===== src/rtl/mr_ldst_pipe.sv =====
// Pipelined load/store unit between EX and WB, mastering a pipelined Wishbone B4 bus.
// Keeps per-request metadata in a small FIFO so responses can be steered back in order.
module mr_ldst_pipe #(
    parameter int XLEN            = 32,
    parameter int REGSEL_BITS     = 5,
    parameter int MAX_OUTSTANDING = 4,
    parameter int GRAN            = $clog2(XLEN/8)
) (
    input  logic                   clk,
    input  logic                   rst,
    input  logic [1:0]             ex_op_i,
    input  logic [1:0]             ex_size_i,
    input  logic                   ex_signed_i,
    input  logic [XLEN-1:0]        ex_addr_i,
    input  logic [XLEN-1:0]        ex_payload_i,
    input  logic [REGSEL_BITS-1:0] ex_dst_reg_i,
    input  logic                   ex_valid_i,
    output logic                   ex_ready_o,
    output logic                   wb_write,
    output logic [XLEN-1:0]        wb_payload_o,
    output logic [REGSEL_BITS-1:0] wb_dst_reg_o,
    output logic                   fault_o,
    output logic [1:0]             fault_code_o,
    output logic [XLEN-1:0]        fault_addr_o,
    output logic [XLEN-GRAN-1:0]   addr_o,
    output logic                   we_o,
    output logic [XLEN/8-1:0]      sel_o,
    output logic [XLEN-1:0]        dat_o,
    output logic                   stb_o,
    output logic                   cyc_o,
    input  logic                   ack_i,
    input  logic                   err_i,
    input  logic                   stall_i,
    input  logic [XLEN-1:0]        dat_i
);

    localparam int NB  = XLEN / 8;
    localparam int PW  = $clog2(MAX_OUTSTANDING);
    localparam int CW  = PW + 1;
    localparam int SW  = $clog2(XLEN);
    localparam bit IS32 = (XLEN == 32);

    logic [1:0]             fifo_size [MAX_OUTSTANDING];
    logic                   fifo_sgn  [MAX_OUTSTANDING];
    logic                   fifo_load [MAX_OUTSTANDING];
    logic [REGSEL_BITS-1:0] fifo_dst  [MAX_OUTSTANDING];
    logic [XLEN-1:0]        fifo_addr [MAX_OUTSTANDING];

    logic [PW-1:0] wr_ptr_reg, rd_ptr_reg;
    logic [CW-1:0] count_reg, count_next;

    logic is_load, is_store, is_mem, illegal_size, misaligned, issue_op;
    logic err_take, pop, push, accept, ready_base;

    always_comb begin
        is_load      = (ex_op_i == 2'd1);
        is_store     = (ex_op_i == 2'd2);
        is_mem       = is_load | is_store;
        illegal_size = (ex_size_i == 2'd3) && IS32;
        case (ex_size_i)
            2'd1:    misaligned = ex_addr_i[0];
            2'd2:    misaligned = |ex_addr_i[1:0];
            2'd3:    misaligned = |ex_addr_i[2:0];
            default: misaligned = 1'b0;
        endcase
        issue_op = is_mem & !illegal_size & !misaligned;
    end

    // An error only matters while something is outstanding; new requests are held off that
    // cycle so the flush cannot swallow them.
    assign err_take   = err_i & cyc_o & (count_reg != '0);
    assign pop        = ack_i & (count_reg != '0) & !err_take;
    assign ready_base = !(stb_o & stall_i) & (count_reg < CW'(MAX_OUTSTANDING))
                        & !fault_o & !err_take;
    assign ex_ready_o = ready_base & (issue_op | ((count_reg == '0) & !stb_o));
    assign accept     = ex_valid_i & ex_ready_o;
    assign push       = accept & issue_op;
    assign count_next = count_reg + CW'(push) - CW'(pop);

    // Byte-lane enables and per-size replication of the store payload.
    logic [NB-1:0]   sel_next;
    logic [XLEN-1:0] dat_next;
    logic [4:0]      lane_lo, lane_hi;
    logic [GRAN-1:0] size_mask;

    assign lane_lo   = 5'(ex_addr_i[GRAN-1:0]);
    assign lane_hi   = lane_lo + (5'd1 << ex_size_i);
    assign size_mask = GRAN'((4'd1 << ex_size_i) - 4'd1);

    generate
        for (genvar gi = 0; gi < NB; gi++) begin : g_lane
            logic [GRAN-1:0] ridx;
            assign ridx = GRAN'(gi) & size_mask;
            assign sel_next[gi] = (5'(gi) >= lane_lo) && (5'(gi) < lane_hi);
            assign dat_next[8*gi +: 8] = ex_payload_i[8*ridx +: 8];
        end
    endgenerate

    // Response steering: shift the addressed lane down, then mask and extend by size.
    logic [1:0]      head_size;
    logic [XLEN-1:0] head_addr, shifted, mask, load_val;
    logic [6:0]      sh_bits;
    logic [SW-1:0]   sign_idx;
    logic            sbit;

    always_comb begin
        head_size = fifo_size[rd_ptr_reg];
        head_addr = fifo_addr[rd_ptr_reg];
        shifted   = dat_i >> {head_addr[GRAN-1:0], 3'b000};
        sh_bits   = 7'd8 << head_size;
        mask      = (XLEN'(1) << sh_bits) - XLEN'(1);
        sign_idx  = SW'(sh_bits - 7'd1);
        sbit      = fifo_sgn[rd_ptr_reg] & shifted[sign_idx];
        load_val  = (shifted & mask) | ({XLEN{sbit}} & ~mask);
    end

    always_ff @(posedge clk) begin
        if (push) begin
            fifo_size[wr_ptr_reg] <= ex_size_i;
            fifo_sgn[wr_ptr_reg]  <= ex_signed_i;
            fifo_load[wr_ptr_reg] <= is_load;
            fifo_dst[wr_ptr_reg]  <= ex_dst_reg_i;
            fifo_addr[wr_ptr_reg] <= ex_addr_i;
        end
    end

    always_ff @(posedge clk) begin
        if (!rst) begin
            stb_o      <= 1'b0;
            cyc_o      <= 1'b0;
            wb_write   <= 1'b0;
            fault_o    <= 1'b0;
            count_reg  <= '0;
            wr_ptr_reg <= '0;
            rd_ptr_reg <= '0;
        end else begin
            wb_write <= 1'b0;
            fault_o  <= 1'b0;
            if (push) begin
                stb_o  <= 1'b1;
                addr_o <= ex_addr_i[XLEN-1:GRAN];
                we_o   <= is_store;
                sel_o  <= sel_next;
                dat_o  <= dat_next;
            end else if (!(stb_o & stall_i)) begin
                stb_o <= 1'b0;
            end

            if (err_take) begin
                stb_o        <= 1'b0;
                cyc_o        <= 1'b0;
                count_reg    <= '0;
                wr_ptr_reg   <= '0;
                rd_ptr_reg   <= '0;
                fault_o      <= 1'b1;
                fault_code_o <= 2'd2;
                fault_addr_o <= head_addr;
            end else begin
                cyc_o     <= push | (count_next != '0);
                count_reg <= count_next;
                if (push)
                    wr_ptr_reg <= wr_ptr_reg + 1'b1;
                if (pop) begin
                    rd_ptr_reg <= rd_ptr_reg + 1'b1;
                    if (fifo_load[rd_ptr_reg]) begin
                        wb_write     <= 1'b1;
                        wb_payload_o <= load_val;
                        wb_dst_reg_o <= fifo_dst[rd_ptr_reg];
                    end
                end
                if (accept && !issue_op) begin
                    if (is_mem) begin
                        fault_o      <= 1'b1;
                        fault_code_o <= illegal_size ? 2'd3 : 2'd1;
                        fault_addr_o <= ex_addr_i;
                    end else begin
                        wb_write     <= 1'b1;
                        wb_payload_o <= ex_addr_i;
                        wb_dst_reg_o <= ex_dst_reg_i;
                    end
                end
            end
        end
    end

endmodule


===== config.mk =====
export PLATFORM = sky130hd
export DESIGN_NAME = mr_ldst_pipe
export DESIGN_NICKNAME = d
export VERILOG_FILES = /design/src/rtl/mr_ldst_pipe.sv
export SDC_FILE = /design/constraint.sdc
export NUM_CORES = 1
export LEC_CHECK = 0
export CORE_ASPECT_RATIO = 1.4
export CORE_MARGIN = 10
export CORE_UTILIZATION = 52
export DETAILED_ROUTE_END_ITERATION = 8
export GPL_TIMING_DRIVEN = 0
export PLACE_DENSITY = 0.77
export SYNTH_ARGS = -nofsm -noshare
export SYNTH_HDL_FRONTEND = slang
export SYNTH_SLANG_ARGS = --single-unit

===== constraint.sdc =====
create_clock -name clk -period 6.15 [get_ports clk]
set_input_delay 1.23 -clock clk [delete_from_list [all_inputs] [get_ports clk]]
set_output_delay 1.23 -clock clk [all_outputs]
set_load 0.05 [all_outputs]

Yosys cells after proc, flatten, opt, wreduce, memory -nomap -nowiden
Memories as Yosys holds them, arrays and structs flattened. A register that Yosys moved wholly into a read port is not among the register bits.
Cells that the tools add are included.

word-level totals
  register bits = 149
  memory bits (writable) = 164
  output and inout bits = 143
  word-level logic and storage cells = 137
  memories kept = 5

memories
  name       depth  bits a word  rd ports  clocked after memory_dff  wr ports  line  source
  fifo_addr  4      32           1         1                         1         47    logic [XLEN-1:0] fifo_addr [MAX_OUTSTANDING];
  fifo_dst   4      5            1         1                         1         46    logic [REGSEL_BITS-1:0] fifo_dst [MAX_OUTSTANDING];
  fifo_size  4      2            1         1                         1         43    logic [1:0] fifo_size [MAX_OUTSTANDING];
  fifo_load  4      1            1         1                         1         45    logic fifo_load [MAX_OUTSTANDING];
  fifo_sgn   4      1            1         1                         1         44    logic fifo_sgn [MAX_OUTSTANDING];

operators by class
  $add $sub $neg = 8
  order comparisons = 10
  equality and inequality tests = 6
  shift-type cells = 8
  mux-type cells = 38
  bitwise gates (word level) = 24
  reduce and logical (&&, ||, !) cells = 23

operator list
  cell                                                                  number
  32-bit two-way mux                                                    7
  32-bit AND                                                            2
  32-bit by 6-bit indexed part select with 8-bit output                 2
  32-bit NOT                                                            1
  32-bit bitwise OR                                                     1
  32-bit by 5-bit indexed part select with 8-bit output                 1
  1-bit by 7-bit left shift with 32-bit output, first input constant    1
  32-bit by 5-bit right shift with 32-bit output                        1
  32-bit by 2-bit subtractor with 32-bit output, second input constant  1
  2-bit two-way mux                                                     13
  5-bit two-way mux                                                     4
  1-bit AND                                                             15
  1-bit two-way mux                                                     12
  1-bit by 5-bit < comparator with 1-bit output, first input constant   2
  2-bit by 5-bit < comparator with 1-bit output, first input constant   2
  1-bit zero test                                                       7
  4-bit by 2-bit left shift with 7-bit output, first input constant     1
  2-bit == test, second input constant                                  3
  5-bit by 6-bit < comparator with 1-bit output, second input constant  1
  3-bit nonzero test                                                    2
  2-bit by 5-bit adder with 5-bit output                                1
  1-bit binary-select mux with 5-bit select                             1
  1-bit logical AND                                                     5
  1-bit by 2-bit left shift with 5-bit output, first input constant     1
  other kinds (20)                                                      30

Logic depth before layout (Yosys ltp)
Gate-level depths: netlist of run 1.

  depth in word-level cells = 12
  depth in mapped cells = 13
  gate-level depth less buffers = 13

Least setup slack after synthesis of run 1
No wires, ideal clock.

  path type = input to register
  start point = in err_i
  end point = reg fault_addr_o[0], enable pin
  setup time = 0.478 ns
  arrival time = 4.329 ns
  data required time = 5.672 ns
  setup slack = 1.344 ns
  stages = 4
  cells stage by stage = nand3_1 -> clkbuf_1 -> buf_1 -> a21boi_0

on the way
  longest elaborated chain between the ends = 9
  elaborated cells between the ends (all ways) = 10
  those cells by class = 5 x bitwise; 5 x reduce/logical

ends and longest elaborated chain
  item                               line  source
  start, declared                    32    input logic err_i,
  1-bit AND (*) (2 in series)        71    assign err_take = err_i & cyc_o & (count_reg != '0);
  1-bit zero test                    74    & !fault_o & !err_take;
  1-bit AND                          74
  1-bit AND                          75    assign ex_ready_o = ready_base & (issue_op | ((count_reg == '0) & !stb_o));
  1-bit AND                          76    assign accept = ex_valid_i & ex_ready_o;
  1-bit logical AND                  171   if (accept && !issue_op) begin
  2-bit nonzero test (no line)       --
  3-bit AND reduction (no line) (*)  --
  end signal, assigned               157   fault_addr_o <= head_addr;
  end signal, assigned               175   fault_addr_o <= ex_addr_i;
  end, declared                      24    output logic [XLEN-1:0] fault_addr_o,

Every way passes the cells marked *; elsewhere a longest branch is shown, timed or not.
A chain may end at the register's enable or synchronous reset.

Final worst setup path of run 1
  start point = in err_i
  end point = out ex_ready_o

on the way
  longest elaborated chain between the ends = 5

ends and longest elaborated chain
  item                     line  source
  1-bit AND (2 in series)  71
  1-bit zero test          74
  1-bit AND                74
  1-bit AND                75
  end, declared            18    output logic ex_ready_o,

Every way passes these cells.

==> results of run 1 <==
## kinds of logic (layout without fill, tap and decap cells)
logic type	Yosys count	count (layout)
flip-flops	315	315
adder cells (fa/ha/maj)	15	15
buffers and inverters	55	368
AO/OA/AOI/OAI	95	95
AND/OR/NAND/NOR	127	127
other	0	1
multiplexers	126	126
XOR/XNOR	6	6
## final timing paths
| path | endpoint | startpoint | depth (start not counted) |
|---|---|---|---|
| worst max-delay path | ex_ready_o | err_i | 6 |
| worst max register to register | wb_payload_o[16] | flip-flop | 7 |
| worst min register to register | stb_o | stb_o | 2 |
| worst min-delay path | stb_o | stb_o | 2 |
## report_power, final
part           leakage (µW)  switching (µW)  internal (µW)
Sequential          0.00286            94.9           2640
Clock              0.000484             776           1060
Combinational       0.00237            1380            829
Total               0.00571            2260           4530
## cell type report
cell class / instances / share of cell area
Multi-Input combinational cell: 369 / 0.2010
Inverter: 19 / 0.004190
Clock inverter: 19 / 0.01272
Sequential cell: 315 / 0.5481
Tap cell: 315 / 0.02315
Buffer: 36 / 0.008527
Clock buffer: 34 / 0.04491
Antenna cell: 1 / 0.0001470
Timing Repair Buffer: 260 / 0.1573
## synthesized netlist by cell type (all sizes together), types with 2 or more instances
master / instances
fa: 2
nand4: 2
o211a: 2
a31oi: 4
inv: 19
dfxtp: 13
ha: 13
mux2: 65
o2111a: 7
nor2: 26
or2: 10
clkbuf: 24
xor2: 2
a22oi: 7
o22ai: 6
o211ai: 13
a21oi: 24
nor3b: 2
a21boi: 3
o21ai: 20
mux4: 41
buf: 12
nand3: 3
edfxtp: 302
and3: 2
mux2i: 20
nand2: 44
or3: 24
nor2b: 2
xnor2: 4
o41ai: 2
and2: 6
## stage by stage
step | total power [µW] | area, µm² | worst slack (ns) | cells | utilization
floorplan | 4220 | 12950 | 1.344 | 739 | -
global placement | 4937 | 15880 | -1.914 | 1308 | 0.6460
detailed placement | 4979 | 16040 | 0.6145 | 1314 | 0.6522
CTS | 6825 | 17020 | 0.6127 | 1367 | 0.6921
global route | 7046 | 17020 | 0.4614 | 1367 | 0.6921
finish | 6789 | 17020 | 0.6413 | 1368 | 0.6922
## critical path, delay by kind of cell
family	cells	cell delay (ns)
buffers and inverters	4	2.59
AND/OR/NAND/NOR	1	0.19
AO/OA/AOI/OAI	1	0.26
## metal layers
| metal | wire length, µm | share of wire | vias up |
|---|---|---|---|
| li1 | - | - | 3518 |
| met1 | 13110 | 0.38 | 4030 |
| met2 | 17540 | 0.51 | 357 |
| met3 | 2867 | 0.083 | 59 |
| met4 | 996 | 0.029 | 0 |
| met5 | 0 | 0 | - |
==> flow_summary.toml, run 1 <==
[timing]
hold_viol = 0
drv_slew = 0
worst_hold_slack_ns = 0.5381
max_slew.worst_pin.slew_ns = 0.8817
final-setup-viol-count = 0
maxSlewHeadroom = 0.4122
fin_crit_ns = 5.509
tns_ns = 0
fin_skew_ns = 0.01417
max_freq_mhz = 181.5
finalCritPeriodShare = 0.8957
rsz0062_at_grt = "false"

[layout]
area_growth_syn_to_layout_pct = 31.46
top_register = "fifo_addr"
fillerInstances = 1601
fin_nets = 1157
largest_register_ffs = 128
mostFrequentLayoutCells = "302 x edfxtp_1, 254 x clkdlybuf4s50_1, 65 x mux2_2"
seq_area_um2 = 9329
mostFrequentLayoutCell = "edfxtp_1"
drive_gt1_frac = 0.1683
multi_input_area_um2 = 3421

[logic_synthesis]
yosys-top-cells-area = "edfxtp_1 70%, mux4_2 6.6%, mux2_2 5.7%"
synth_simple_gate_area_frac = 0.04861
ys_ff_latch = 315
syn_area_um2 = 12950
synth_top_area_cell = "edfxtp_1"
synthCells = 739
synth_adder_area_share = 0.01566
yosys-mux-area-fraction = 0.1442
syn_area_per_cell_um2 = 17.52
synth_top_family_by_area = "multiplexers"
synthDistinctLibCells = 49
ys.flop_type = "edfxtp_1"
synth_top_area_share = 0.7004
synth_compound_gate_area_share = 0.05025
synth_nets = 866
synthXorXnorAreaFrac = 0.004059
ys_seq_area_frac = 0.7205
async_flop_share = 0
yosysWarnings = 0
synth_edf_count = 302

[floorplanning]
io_pins = 255
die_h_um = 206.7
core_area_um2 = 24590
die-area_um2 = 31700
row_count = 68
die_w_um = 153.4
initial_core_util = 0.5266

[global_routing]
grt_start_max_net_pins = 45
grt_pass1_wl_um = 51790
grtUsageMet1 = 0.2543
met2_usage = 0.3635
grt-ovfl-total = 0
grtUsageMet3 = 0.05804
antenna_found_initial = 1
track_usage = 0.2106
top_usage_layer = "met2"
grt_pass1_vias = 8344

[detailed_routing]
vias_per_cell = 5.822
ant_nets = 0
wire_per_inst_um = 25.23
drc = 0
dr.pass1.iters = 6
drtIter0Drc = 634
wirelength_um = 34510
vias = 7964

[clock_tree]
cts_resized = 0
cts_setup_buffers = 0
root_buffer = "clkbuf_16"
numCtsBuffers = 29
cts-htree-levels = 1
cts_tree = "done"
insertion_delay_ns = 0.55
cts_sinks = 315
clockBufferDepth = 3
ctsHoldBuffers = 0
cts.clk_slew.worst_paths_ns = 0.06

[critical_path]
critPathKind = "in2out"
end_kind = "output pin"
arrival_ns = 4.28
rrSetupSlack_ns = 2.71
path_common_cell = "clkdlybuf4s50_1"
cp_slowest_stage_delay_ns = 0.81
start_kind = "primary input"
path_max_fanout = 10
cp_cell_sequence = "clkdlybuf4s50_1, nand3_1, clkbuf_1, buf_1, o211a_1, clkdlybuf4s50_1"
required_ns = 4.92
cp_slowest_cell = "clkdlybuf4s50_1"

[run]
cap_violations = 0

[power]
leakagePower_uw = 0.005715
vdd_ir_drop_max_mv = 0.2916
power_density_nw_per_um2 = 398.9

[placement]
hpwlAfterDp_um = 25020
gp_congestion = 0.9044
io_buffer_count = 254

[status]
status = "complete, no violations"

[min_path]
hp-class = "reg2reg"
Power figures use the tool's default switching activity.
==> run 2, diff against run 1 <==
--- a/config.mk
+++ b/config.mk
@@ -11,6 +11,7 @@
 export DETAILED_ROUTE_END_ITERATION = 8
 export GPL_TIMING_DRIVEN = 0
 export PLACE_DENSITY = 0.77
+export SKIP_LAST_GASP = 1
 export SYNTH_ARGS = -nofsm -noshare
 export SYNTH_HDL_FRONTEND = slang
 export SYNTH_SLANG_ARGS = --single-unit
==> results of run 2 <==
Same layout as run 1: the final DEF is identical, and so are final timing and power.
==> run 3, diff against run 2 <==
--- a/config.mk
+++ b/config.mk
@@ -7,10 +7,11 @@
 export LEC_CHECK = 0
 export CORE_ASPECT_RATIO = 1.4
 export CORE_MARGIN = 10
-export CORE_UTILIZATION = 52
+export CORE_UTILIZATION = 55
 export DETAILED_ROUTE_END_ITERATION = 8
+export DONT_BUFFER_PORTS = 1
 export GPL_TIMING_DRIVEN = 0
-export PLACE_DENSITY = 0.77
+export PLACE_DENSITY = 0.67
 export SKIP_LAST_GASP = 1
 export SYNTH_ARGS = -nofsm -noshare
 export SYNTH_HDL_FRONTEND = slang
==> run 3 against run 2 <==
First-iteration DRC count decreased by 14%; die area decreased by 4.8%; worst setup slack improved by 0.73 ns; non-clock buffer count decreased by 254.
==> flow_summary.toml, run 3 (synthesis gave the netlist of run 1 again) <==
[global_routing]
grt_pass1_wl_um = 47620
top_usage_layer = "met2"
grt-ovfl-total = 0
grtUsageMet3 = 0.08219
grtUsageMet1 = 0.2295
antenna_found_initial = 3
grt_pass1_vias = 7349
met2_usage = 0.3561
track_usage = 0.2083
grt_start_max_net_pins = 68

[power]
vdd_ir_drop_max_mv = 0.2390
p_sw_frac = 0.3288
p_seq_frac = 0.516
internal-power_uw = 4349
clkPwrFrac = 0.295
switching_power_uw = 2130
leakagePower_uw = 0.004758
combPwrFrac = 0.189
power_density_nw_per_um2 = 445.6

[timing]
drv_slew = 0
fin_skew_ns = 0.01048
rsz0062_at_grt = "false"
hold_viol = 0
max_slew.worst_pin.slew_ns = 1.036
setup_slack_ns = 1.371
finalCritPeriodShare = 0.7771
fin_crit_ns = 4.779
max_freq_mhz = 209.2
maxSlewHeadroom = 0.3095
worst_hold_slack_ns = 0.5586
final-setup-viol-count = 0

[floorplanning]
row_count = 66
die_h_um = 201.5
die-area_um2 = 30160
die_w_um = 149.7
io_pins = 255
core_area_um2 = 23200
initial_core_util = 0.5580

[detailed_routing]
drtIter0Drc = 546
vias_per_cell = 6.288
dr.pass1.iters = 5
vias = 6973
wire_per_inst_um = 29.09
wirelength_um = 32260
ant_nets = 0
drc = 0

[layout]
mostFrequentLayoutCell = "edfxtp_1"
area_growth_syn_to_layout_pct = 12.31
drive_gt1_frac = 0.2185
mostFrequentLayoutCells = "302 x edfxtp_1, 65 x mux2_2, 44 x nand2_1"
largest_register_ffs = 128
fillerInstances = 1653
top_register = "fifo_addr"
fin_nets = 904

[critical_path]
end_kind = "output pin"
critPathKind = "reg2out"
start_kind = "flip-flop"
required_ns = 4.92
path_max_fanout = 10
arrival_ns = 3.55

[clock_tree]
cts_setup_buffers = 0
cts-htree-levels = 1
clockBufferDepth = 3
cts_sinks = 315
insertion_delay_ns = 0.55
ctsHoldBuffers = 0
cts_tree = "done"
cts_resized = 0
numCtsBuffers = 30
cts.clk_slew.worst_paths_ns = 0.06
root_buffer = "clkbuf_16"

[status]
status = "complete, no violations"

[placement]
gp_congestion = 0.9081
hpwlAfterDp_um = 23130
io_buffer_count = 0
place_ws_ns = 1.476

[run]
cap_violations = 0

[min_path]
hp-class = "reg2reg"
## run 3: worst max-delay path: stages (launching register included)
cell	delay (ns)
dfxtp_1	0.35
or3_1	0.45
nand3_1	0.23
clkbuf_1	0.80
buf_1	0.63
o211a_1	0.55
## run 3: final cells by class
class / instances / area (µm²) / area share
Tap cell: 306 / 382.9 / 0.02633
Timing Repair Buffer: 6 / 127.6 / 0.008776
Clock buffer: 51 / 984.7 / 0.06772
Buffer: 36 / 145.1 / 0.009981
Sequential cell: 315 / 9329 / 0.6415
Antenna cell: 2 / 5.005 / 0.0003442
Multi-Input combinational cell: 369 / 3421 / 0.2352
Clock inverter: 5 / 75.07 / 0.005163
Inverter: 19 / 71.32 / 0.004905
## run 3: worst paths after layout
kind / start / endpoint / slack, ns / cells past startpoint
max: count_reg[1] / ex_ready_o / 1.37 / 5
min: rd_ptr_reg[0] / rd_ptr_reg[0] / 0.56 / 2
max reg2reg: count_reg[1] / wb_payload_o[7] / 2.61 / 7
min reg2reg: rd_ptr_reg[0] / rd_ptr_reg[0] / 0.56 / 2
## run 3: per-stage QoR
| stage | total power (µW) | area (µm²) | util | std cells | setup TNS (ns) |
|---|---|---|---|---|---|
| CTS | 6515 | 14540 | 0.6264 | 1107 | 0 |
| global route | 6736 | 14540 | 0.6267 | 1109 | 0 |
| global placement | 4555 | 13330 | 0.5745 | 1045 | -46.93 |
| floorplan | 4220 | 12950 | - | 739 | 0 |
| detailed placement | 4608 | 13480 | 0.5808 | 1051 | 0 |
| finish | 6480 | 14540 | 0.6267 | 1109 | 0 |
## run 3: power by group through the flow
stage	registers, µW	logic [µW]	clock network (µW)
floorplan	3300	924	0
global placement	3390	1160	0
detailed placement	3390	1220	0
CTS	3350	1230	1940
global route	3360	1340	2030
finish	3340	1230	1910
## run 3: layer usage
metal / vias up / part of all wire
met1: 3562 / 0.34
li1: 3012 / -
met5: - / 0.00040
met3: 63 / 0.11
met2: 334 / 0.52
met4: 2 / 0.032
